--- config.mk ---
export PLATFORM = sky130hd
export DESIGN_NAME = wb_port_arbiter
export DESIGN_NICKNAME = d
export VERILOG_FILES = /design/src/rtl/wb_port_arbiter.sv
export SDC_FILE = /design/constraint.sdc
export NUM_CORES = 1
export LEC_CHECK = 0
export ABC_CLOCK_PERIOD_IN_PS = 8800
export CAP_MARGIN = 20
export CORE_MARGIN = 5
export CORE_UTILIZATION = 46
export CTS_CLUSTER_SIZE = 20
export DETAILED_ROUTE_END_ITERATION = 6
export GPL_ROUTABILITY_DRIVEN = 0
export PLACE_DENSITY_LB_ADDON = 0.12
export SLEW_MARGIN = 20
export SYNTH_ARGS = -nofsm -noshare
export SYNTH_HDL_FRONTEND = slang
export SYNTH_SLANG_ARGS = --single-unit
--- constraint.sdc ---
create_clock -name clk -period 8.8 [get_ports clk]
set_input_delay 2.2 -clock clk [delete_from_list [all_inputs] [get_ports clk]]
set_output_delay 2.2 -clock clk [all_outputs]
set_load 0.02 [all_outputs]
--- src/rtl/wb_port_arbiter.sv ---
// wb_port_arbiter
//
// Shares the single register-file write port between the in-order writeback
// stage (W) and an out-of-order long-latency unit (iterative MUL/DIV). Keeps a
// scoreboard of outstanding long-latency destinations so decode can stall on
// RAW/WAW hazards. A starvation counter ensures the long-latency unit is
// eventually granted even while W writes every cycle.
//
// Ports:
//   clk, reset                  clock, synchronous active-high reset
//   reg_write_enW, rdW, resultW W stage write request, destination and data
//   ll_issue, ll_issue_rd       long-latency op dispatched, and its destination
//   ll_valid, ll_rd, ll_data    long-latency result request
//   ll_ready                    long-latency result accepted this cycle
//   rs1D, rs2D, rdD             decode-stage register indices
//   ll_hazard                   decode must stall on a pending destination
//   stall_w                     freeze W and upstream (W lost the port)
//   rf_we, rf_rd, rf_wdata      register-file write port
module wb_port_arbiter #(
  parameter int unsigned STARVE_LIMIT = 4
) (
  input  logic        clk,
  input  logic        reset,
  input  logic        reg_write_enW,
  input  logic [4:0]  rdW,
  input  logic [31:0] resultW,
  input  logic        ll_issue,
  input  logic [4:0]  ll_issue_rd,
  input  logic        ll_valid,
  input  logic [4:0]  ll_rd,
  input  logic [31:0] ll_data,
  output logic        ll_ready,
  input  logic [4:0]  rs1D,
  input  logic [4:0]  rs2D,
  input  logic [4:0]  rdD,
  output logic        ll_hazard,
  output logic        stall_w,
  output logic        rf_we,
  output logic [4:0]  rf_rd,
  output logic [31:0] rf_wdata
);

  localparam logic [3:0] StarveLimit = 4'(STARVE_LIMIT);

  logic [31:0] pending_q, pending_d;
  logic [3:0]  starve_cnt_q, starve_cnt_d;

  logic w_req, l_req, ll_zero, ll_win;

  // Grant and write-port mux. Everything is forced quiet while reset is high.
  always_comb begin
    w_req     = reg_write_enW && (rdW != 5'd0);
    l_req     = ll_valid && (ll_rd != 5'd0);
    // A result targeting x0 needs no port: accept it for free.
    ll_zero   = ll_valid && (ll_rd == 5'd0);
    ll_win    = l_req && (!w_req || (starve_cnt_q == StarveLimit));

    rf_we     = 1'b0;
    rf_rd     = 5'd0;
    rf_wdata  = 32'd0;
    ll_ready  = 1'b0;
    stall_w   = 1'b0;
    ll_hazard = 1'b0;

    if (!reset) begin
      if (ll_win) begin
        rf_we    = 1'b1;
        rf_rd    = ll_rd;
        rf_wdata = ll_data;
      end else if (w_req) begin
        rf_we    = 1'b1;
        rf_rd    = rdW;
        rf_wdata = resultW;
      end
      ll_ready  = ll_win || ll_zero;
      // W lost the port: it holds and retries next cycle.
      stall_w   = ll_win && w_req;
      ll_hazard = pending_q[rs1D] | pending_q[rs2D] | pending_q[rdD];
    end
  end

  // Next-state: starvation counter and scoreboard.
  always_comb begin
    starve_cnt_d = starve_cnt_q;
    if (ll_ready) begin
      starve_cnt_d = 4'd0;
    end else if (ll_valid && (starve_cnt_q != StarveLimit)) begin
      starve_cnt_d = starve_cnt_q + 4'd1;
    end

    pending_d = pending_q;
    if (ll_ready && (ll_rd != 5'd0)) begin
      pending_d[ll_rd] = 1'b0;
    end
    // Applied after the clear so a same-cycle issue to the same index wins.
    if (ll_issue && (ll_issue_rd != 5'd0)) begin
      pending_d[ll_issue_rd] = 1'b1;
    end
    pending_d[0] = 1'b0;
  end

  always_ff @(posedge clk) begin
    if (reset) begin
      pending_q    <= 32'd0;
      starve_cnt_q <= 4'd0;
    end else begin
      pending_q    <= pending_d;
      starve_cnt_q <= starve_cnt_d;
    end
  end

endmodule

## After elaboration in Yosys (flattened, before gate mapping)

Cells that the tools add are included.

| word-level totals | value |
|---|---|
| bits in registers | 36 |
| bits in latches | 0 |
| bits in writable memories | 0 |
| bits in read-only memories | 0 |
| input port bits | 99 |
| logic and storage cells | 60 |
| memories | 0 |

| cells by class | value |
|---|---|
| add/sub/neg operators | 1 |
| multipliers | 0 |
| div/mod/pow operators | 0 |
| order comparisons | 7 |
| equal/unequal tests | 2 |
| shift-type cells | 0 |
| multiplexer cells | 24 |
| bitwise gates (word level) | 5 |
| reductions and logical operators | 18 |

Operators by type and width:

| kind | number |
|---|---|
| 2-to-1 mux 32 bit | 5 |
| bitwise AND 32 bit | 1 |
| inverter 32 bit | 1 |
| OR 32 bit | 1 |
| < comparator 5 x 6 -> 1 bit, second input constant | 5 |
| binary-select mux 1 bit (select 5 bit) | 3 |
| 2-to-1 mux 5 bit | 3 |
| nonzero test 5 bit | 3 |
| 2-to-1 mux 1 bit | 11 |
| demux 1 bit (select 5 bit) | 2 |
| >= comparator 5 x 1 -> 1 bit, second input constant | 2 |
| logical AND 1 bit | 10 |
| logical NOT 5 bit | 1 |
| adder 4 x 1 -> 4 bit, second input constant | 1 |
| == test 4 x 3 -> 1 bit, second input constant | 1 |
| != test 4 x 3 -> 1 bit, second input constant | 1 |
| logical OR 1 bit | 2 |
| OR 1 bit | 2 |
| OR reduction 2 bit | 1 |
| logical NOT 1 bit | 1 |

## Logic depth before layout (Yosys ltp)

| depth | value |
|---|---|
| depth after elaboration | 11 |
| depth in mapped cells | 8 |
| depth with buffers taken out | 7 |

## Worst setup path after synthesis

No wires, ideal clock.

| timing | value |
|---|---|
| path kind | input-to-output |
| from | in ll_rd[4] |
| to | out rf_wdata[28] |
| arrival time | 3.832 ns |
| data required time | 6.600 ns |
| setup slack | 2.768 ns |
| cell stages on the path | 5 |
| path buffers | 1 |
| cells stage by stage | clkdlybuf4s18_2 > o41ai_4 > nor2b_2 > or3b_1 > a21oi_1 |

| on the way | value |
|---|---|
| longest elaborated chain between the ends | 5 |

RTL lines:

| element | line | text |
|---|---|---|
| start: declaration | 30 | `input logic [4:0] ll_rd,` |
| nonzero test 5 bit | 53 | `l_req = ll_valid && (ll_rd != 5'd0);` |
| logical AND 1 bit | 53 |  |
| logical AND 1 bit | 56 | `ll_win = l_req && (!w_req \|\| (starve_cnt_q == StarveLimit));` |
| 2-to-1 mux 32 bit | 66 | `if (ll_win) begin` |
| 2-to-1 mux 32 bit | 65 | `if (!reset) begin` |
| end: declaration | 40 | `output logic [31:0] rf_wdata` |

Every way passes these cells.

## Worst setup path in the final report

| timing | value |
|---|---|
| from | in rdW[2] |
| to | out rf_wdata[29] |

| on the way | value |
|---|---|
| longest elaborated chain between the ends | 7 |
| elaborated cells between the ends (all ways) | 8 |

RTL lines:

| element | line | text |
|---|---|---|
| start: declaration | 25 | `input logic [4:0] rdW,` |
| nonzero test 5 bit * | 52 | `w_req = reg_write_enW && (rdW != 5'd0);` |
| logical AND 1 bit * | 52 |  |
| logical NOT 1 bit | 56 |  |
| logical OR 1 bit | 56 |  |
| logical AND 1 bit | 56 |  |
| 2-to-1 mux 32 bit * | 66 |  |
| 2-to-1 mux 32 bit * | 65 |  |

Mark *: on every way between the ends. The rest lies on a longest branch, timed or not.

==> run_results.csv <==
group,metric,value,unit
placed_design,portBuffers,139,
pwr,p_switching,0.127,mW
synth,async_reset_ff_frac,0,
drt,wirelength,10700,um
sta,maxSlewViolCount,0,
global_routing,grt_max_degree,43,
sta,tns,0,ns
pwr,clkPwrFrac,0.256,
placed_design,dp_cells,533,
setup_path,worst_setup_path_end_kind,"output pin",
global_routing,antenna_found_initial,0,
floorplan,pin_count,140,
sta,skew,0.00308,ns
synth,synth-main-ff-cell,"dfxtp_1",
pwr,p_comb_frac,0.360,
sta,rsz0062_at_grt,"no",
setup_path,required,6.60,ns
drt,drtIter0Drc,289,
floorplan,core_area,6390,um2
synth,syn_avg_cell_area,8.74,um2
setup_path,worst_setup_path_start_kind,"input pin",
cts,cts_buffers,5,
run,maxCapViolations,0,
setup_path,critPathKind,"in -> out",
cts,ctsHoldBuffers,0,
cts,cts-root-buf,"clkbuf_8",
cells_and_area,final_util,0.697,
cts,path_clk_slew,0.07,ns
synth,yosys_warnings,0,
cells_and_area,final_nets,564,
drt,detail-route-antenna-nets,0,
sta,max_freq,139,MHz
floorplan,start_util,0.476,
cells_and_area,drive_gt1_frac,0.0884,
drt,dr.max_layer_used,"met4",
status,run_status,"finished, final reports clean",
drt,wl_met2,5440,um
synth,seq_area_frac_synth,0.230,
synth,synth.net_count,449,
pwr,p_per_area,95.8,nW/um2
pwr,p_leak,1.50,nW
placed_design,post-dp-hpwl,8550,um
cts,cts_tree,"built",
sta,final_hold_viol_count,0,
floorplan,num_rows,29,
setup_path,crit_fanout,33,
cells_and_area,final_cells,541,
synth,ys_ff_latch,35,
synth,synth_edf_count,0,
synth,yosys-top-cells-area,"dfxtp_1, mux4_2, a22o_1, a21oi_1, a311oi_1",
synth,yosys.area.top_type,"dfxtp_1",
cts,cts.sinks,35,
cts,clock_latency,0.28,ns
min_path,hp-class,"reg -> reg",
synth,yosysMostFrequentCell,"a21oi_1",
floorplan,die_w,91.3,um
drt,wl_met3,931,um
setup_path,worstPathArrival,5.02,ns
synth,synth_cells,348,
drt,drt-met1-wl,4120,um
drt,via_per_inst,6.28,
floorplan,die_height,91.3,um
sta,tightest_slew,1.05,ns
drt,drc,0,
pwr,intPower,0.299,mW
global_routing,grt_pass1_wl,17200,um
sta,slew_headroom,0.301,
sta,setup_viol,0,
cts,cts_max_level,2,
global_routing,grt-ovfl-total,0,
sta,post-route-period-util,0.820,
synth,ys_types,52,
global_routing,grt_pass1_vias,3487,
pwr,peakVddDrop,0.0601,mV
synth,yosysTopAreaCellShare,0.230,
floorplan,dieArea,8340,um2
drt,wl_per_cell,19.8,um
global_routing,grt_usage,0.250,
cts,cts_buffer_depth,2,
sta,finalCriticalPeriod,7.22,ns
cells_and_area,diodes,0,
synth,synth_area,3040,um2
pwr,switching_share,0.299,
drt,vias,3397,
pwr,pwr-share-seq,0.383,
cells_and_area,area_delta_synth_final,46.3,%
drt,drtPass1Iterations,6,
cts,cts_setup_buffers,0,
synth,synth_top_cells_by_count,"a21oi_1, dfxtp_1, nand2_1, a22o_1, a311oi_1",
cts,postCtsResizedCells,0,
-- cell usage in the layout (no fill, tap or decap), types with 5 or more instances in the layout --
master,instances
clkdlybuf4s50_1,139
a21oi_1,44
nand2_1,35
dfxtp_1,35
a22o_1,33
a311oi_1,24
nor2_1,14
mux4_2,14
mux2i_1,13
nor2b_1,12
nand3_1,9
nand2b_1,8
mux2_2,8
a211oi_1,7
inv_1,6
nor3_1,5
clkbuf_8,5
-- routing by layer --
metal,vias to the layer above,global-route usage
li1,1598,-
met1,1633,0.280
met2,150,0.444
met3,16,0.0868
met4,0,0.0746
met5,-,0
-- final timing paths --
check / slack [ns] / from / to / cells after the start
max: 1.58 / rdW[2] / rf_wdata[29] / 7
min: 0.49 / starve_cnt_q[1] / starve_cnt_q[1] / 2
max reg2reg: 6.91 / starve_cnt_q[0] / pending_q[13] / 7
min reg2reg: 0.49 / starve_cnt_q[1] / starve_cnt_q[1] / 2
-- cell type report --
| type | count | area (um2) |
|---|---|---|
| flip-flops and latches | 35 | 701 |
| clock buffers | 7 | 76.3 |
| multi-input cells | 273 | 2140 |
| fillers | 530 | 1930 |
| repair buffers | 142 | 1410 |
| clock inverters | 1 | 5.00 |
| well taps | 77 | 96.3 |
| inverters | 6 | 22.5 |
-- registers in the layout (all words and copies together) (netlist names) --
signal	cells
pending_q	31
starve_cnt_q	4
-- power groups by stage --
stage / Sequential, mW / Clock [mW] / Combinational [mW]
after floorplan: 0.166 / 0 / 0.0753
after global placement: 0.167 / 0 / 0.151
after detailed placement: 0.167 / 0 / 0.153
after CTS: 0.163 / 0.112 / 0.154
after global routing: 0.164 / 0.118 / 0.164
final: 0.164 / 0.109 / 0.154
-- critical path, stage by stage --
cell             delay (ns)
clkdlybuf4s50_1        0.42
or4_1                  0.56
o211ai_2               0.21
nor3b_4                0.36
buf_4                  0.39
a22o_1                 0.21
clkdlybuf4s50_1        0.65
-- cells by family (layout without fill, tap and decap cells) --
group	after synthesis	after routing	share of synthesized area
AND/OR/NAND/NOR	102	102	0.188
flip-flops	35	35	0.230
AO/OA/AOI/OAI	131	131	0.322
adder cells (fa/ha/maj)	2	2	0.00822
XOR/XNOR	3	3	0.00864
multiplexers	35	35	0.176
buffers and inverters	40	156	0.0674
-- through the flow --
step           setup slack [ns]  hold WS, ns  area, um2  power (mW)
2_1_floorplan              2.77        0.466       3040       0.241
5_1_grt                    1.43        0.546       4450       0.445
3_3_place_gp               1.61        0.478       4370       0.318
6_report                   1.58        0.494       4450       0.426
3_5_place_dp               1.57        0.483       4370       0.320
4_1_cts                    1.57        0.492       4450       0.429
No activity file was read; power rests on OpenSTA's default activity.
==> RTL change, RTL diff (same settings) <==
`pending_q` no longer has a reset.
--- a/src/rtl/wb_port_arbiter.sv
+++ b/src/rtl/wb_port_arbiter.sv
@@ -101,13 +101,15 @@
 
   always_ff @(posedge clk) begin
     if (reset) begin
-      pending_q    <= 32'd0;
       starve_cnt_q <= 4'd0;
     end else begin
-      pending_q    <= pending_d;
       starve_cnt_q <= starve_cnt_d;
     end
   end
 
+  always_ff @(posedge clk) begin
+    pending_q <= pending_d;
+  end
+
 endmodule
 
Check against the original RTL: not equivalent (Yosys sat finds a counterexample within 4 cycles, from zero or initial values and one cycle with reset high).
==> RTL change against the unedited design <==
Total power is 38% higher; critical endpoint is now rf_wdata[4]; non-clock buffer count is 1 lower; largest power group unchanged; sequential cell count stayed put; setup slack better by 0.040 ns; highest routed layer unchanged; sequential share of layout area is 1.0 points higher; wire length is 4.2% lower; final area is 6.0% lower; clock power is 9% higher; critical path type unchanged; area after synthesis is 11% lower; cell count is 9.6% lower.
==> RTL change: results <==
[worst_setup_path]
r2r-end = "pending_q[1]$_DFF_P_"
r2r_setup_slack_ns = 6.73

[synth]
synth_seq_area_share = 0.258
postSynthAreaPerCell_um2 = 9.48
synth_nets = 387
yosys-top-cells-area = "dfxtp_1 (26%), mux4_2 (17%), a22o_1 (11%), o21ai_0 (8.7%), o31ai_1 (4.2%)"

[layout]
fin_nets = 515
drive_gt1_frac = 0.111

[global_route]
met1_usage = 0.298
grt.total_usage = 0.267
grt_util_met3 = 0.0779
grt_pass1_vias = 3105
grt_pass1_wl_um = 15600
grt.met2_usage = 0.483
grt_max_degree = 35

[timing]
fin_crit_ns = 7.18
fin_worst_skew_ns = 0.00637

[pwr]
power_sequential_mw = 0.234
leakage_nw = 1.47
p_int_mw = 0.395
peakVddDrop_mv = 0.0680
pwr-share-comb = 0.399

[outcome]
status = "finished, final reports clean"

[routing]
drt_pass1_iterations = 5
wl_per_cell_um = 20.9

[hold_path]
min_from = "pending_q[7]$_DFF_P_"
min_to = "pending_q[7]$_DFF_P_"

[place]
placed_area_mm2 = 0.00410
pre_cts_ws_ns = 1.62
[RTL change: changes by cell type in the layout (fill, tap and decap cells not counted), sizes merged, moves of 4 or more]
cell / delta
a211oi: -6
a21oi: -37
a311oi: -24
mux2: -4
mux2i: -8
mux4: +7
nand2: -24
nand2b: -8
nand3b: +10
nand4: +5
nor2b: -10
o21ai: +44
o31ai: +15
[RTL change: cell families (layout without fill, tap and decap cells)]
logic type               after synthesis  in the layout  synth area share
adder cells (fa/ha/maj)                2              2           0.00922
buffers and inverters                 28            156            0.0540
AO/OA/AOI/OAI                        115            115             0.299
XOR/XNOR                               3              3           0.00969
multiplexers                          30             30             0.209
flip-flops                            35             35             0.258
AND/OR/NAND/NOR                       73             73             0.161
[RTL change: worst max path at each step]
stage,end,cells after the start,start
global route,rf_wdata[4],8,rdW[4]
detailed placement,rf_wdata[28],7,ll_rd[4]
finish,rf_wdata[4],7,ll_rd[4]
floorplan,rf_wdata[0],6,ll_rd[3]
global placement,rf_wdata[28],8,rdW[4]
CTS,rf_wdata[4],7,ll_rd[4]
[RTL change: worst max-delay path: cells and delay by family]
kind            cells  cell delay [ns]
buf+inv             3             1.55
compound gates      3             0.75
simple gates        1             0.47
[RTL change: per-stage QoR]
step                power [mW]  cells
global route             0.615    489
CTS                      0.584    489
global placement         0.458    482
detailed placement       0.468    482
finish                   0.587    489
floorplan                0.360    286
[RTL change: final cells by class]
type,instances,share of cell area
clock buffers,6,0.0197
repair buffers,141,0.336
inverters,8,0.00718
clock inverters,1,0.00120
multi-input cells,223,0.446
flip-flops and latches,35,0.167
well taps,75,0.0224
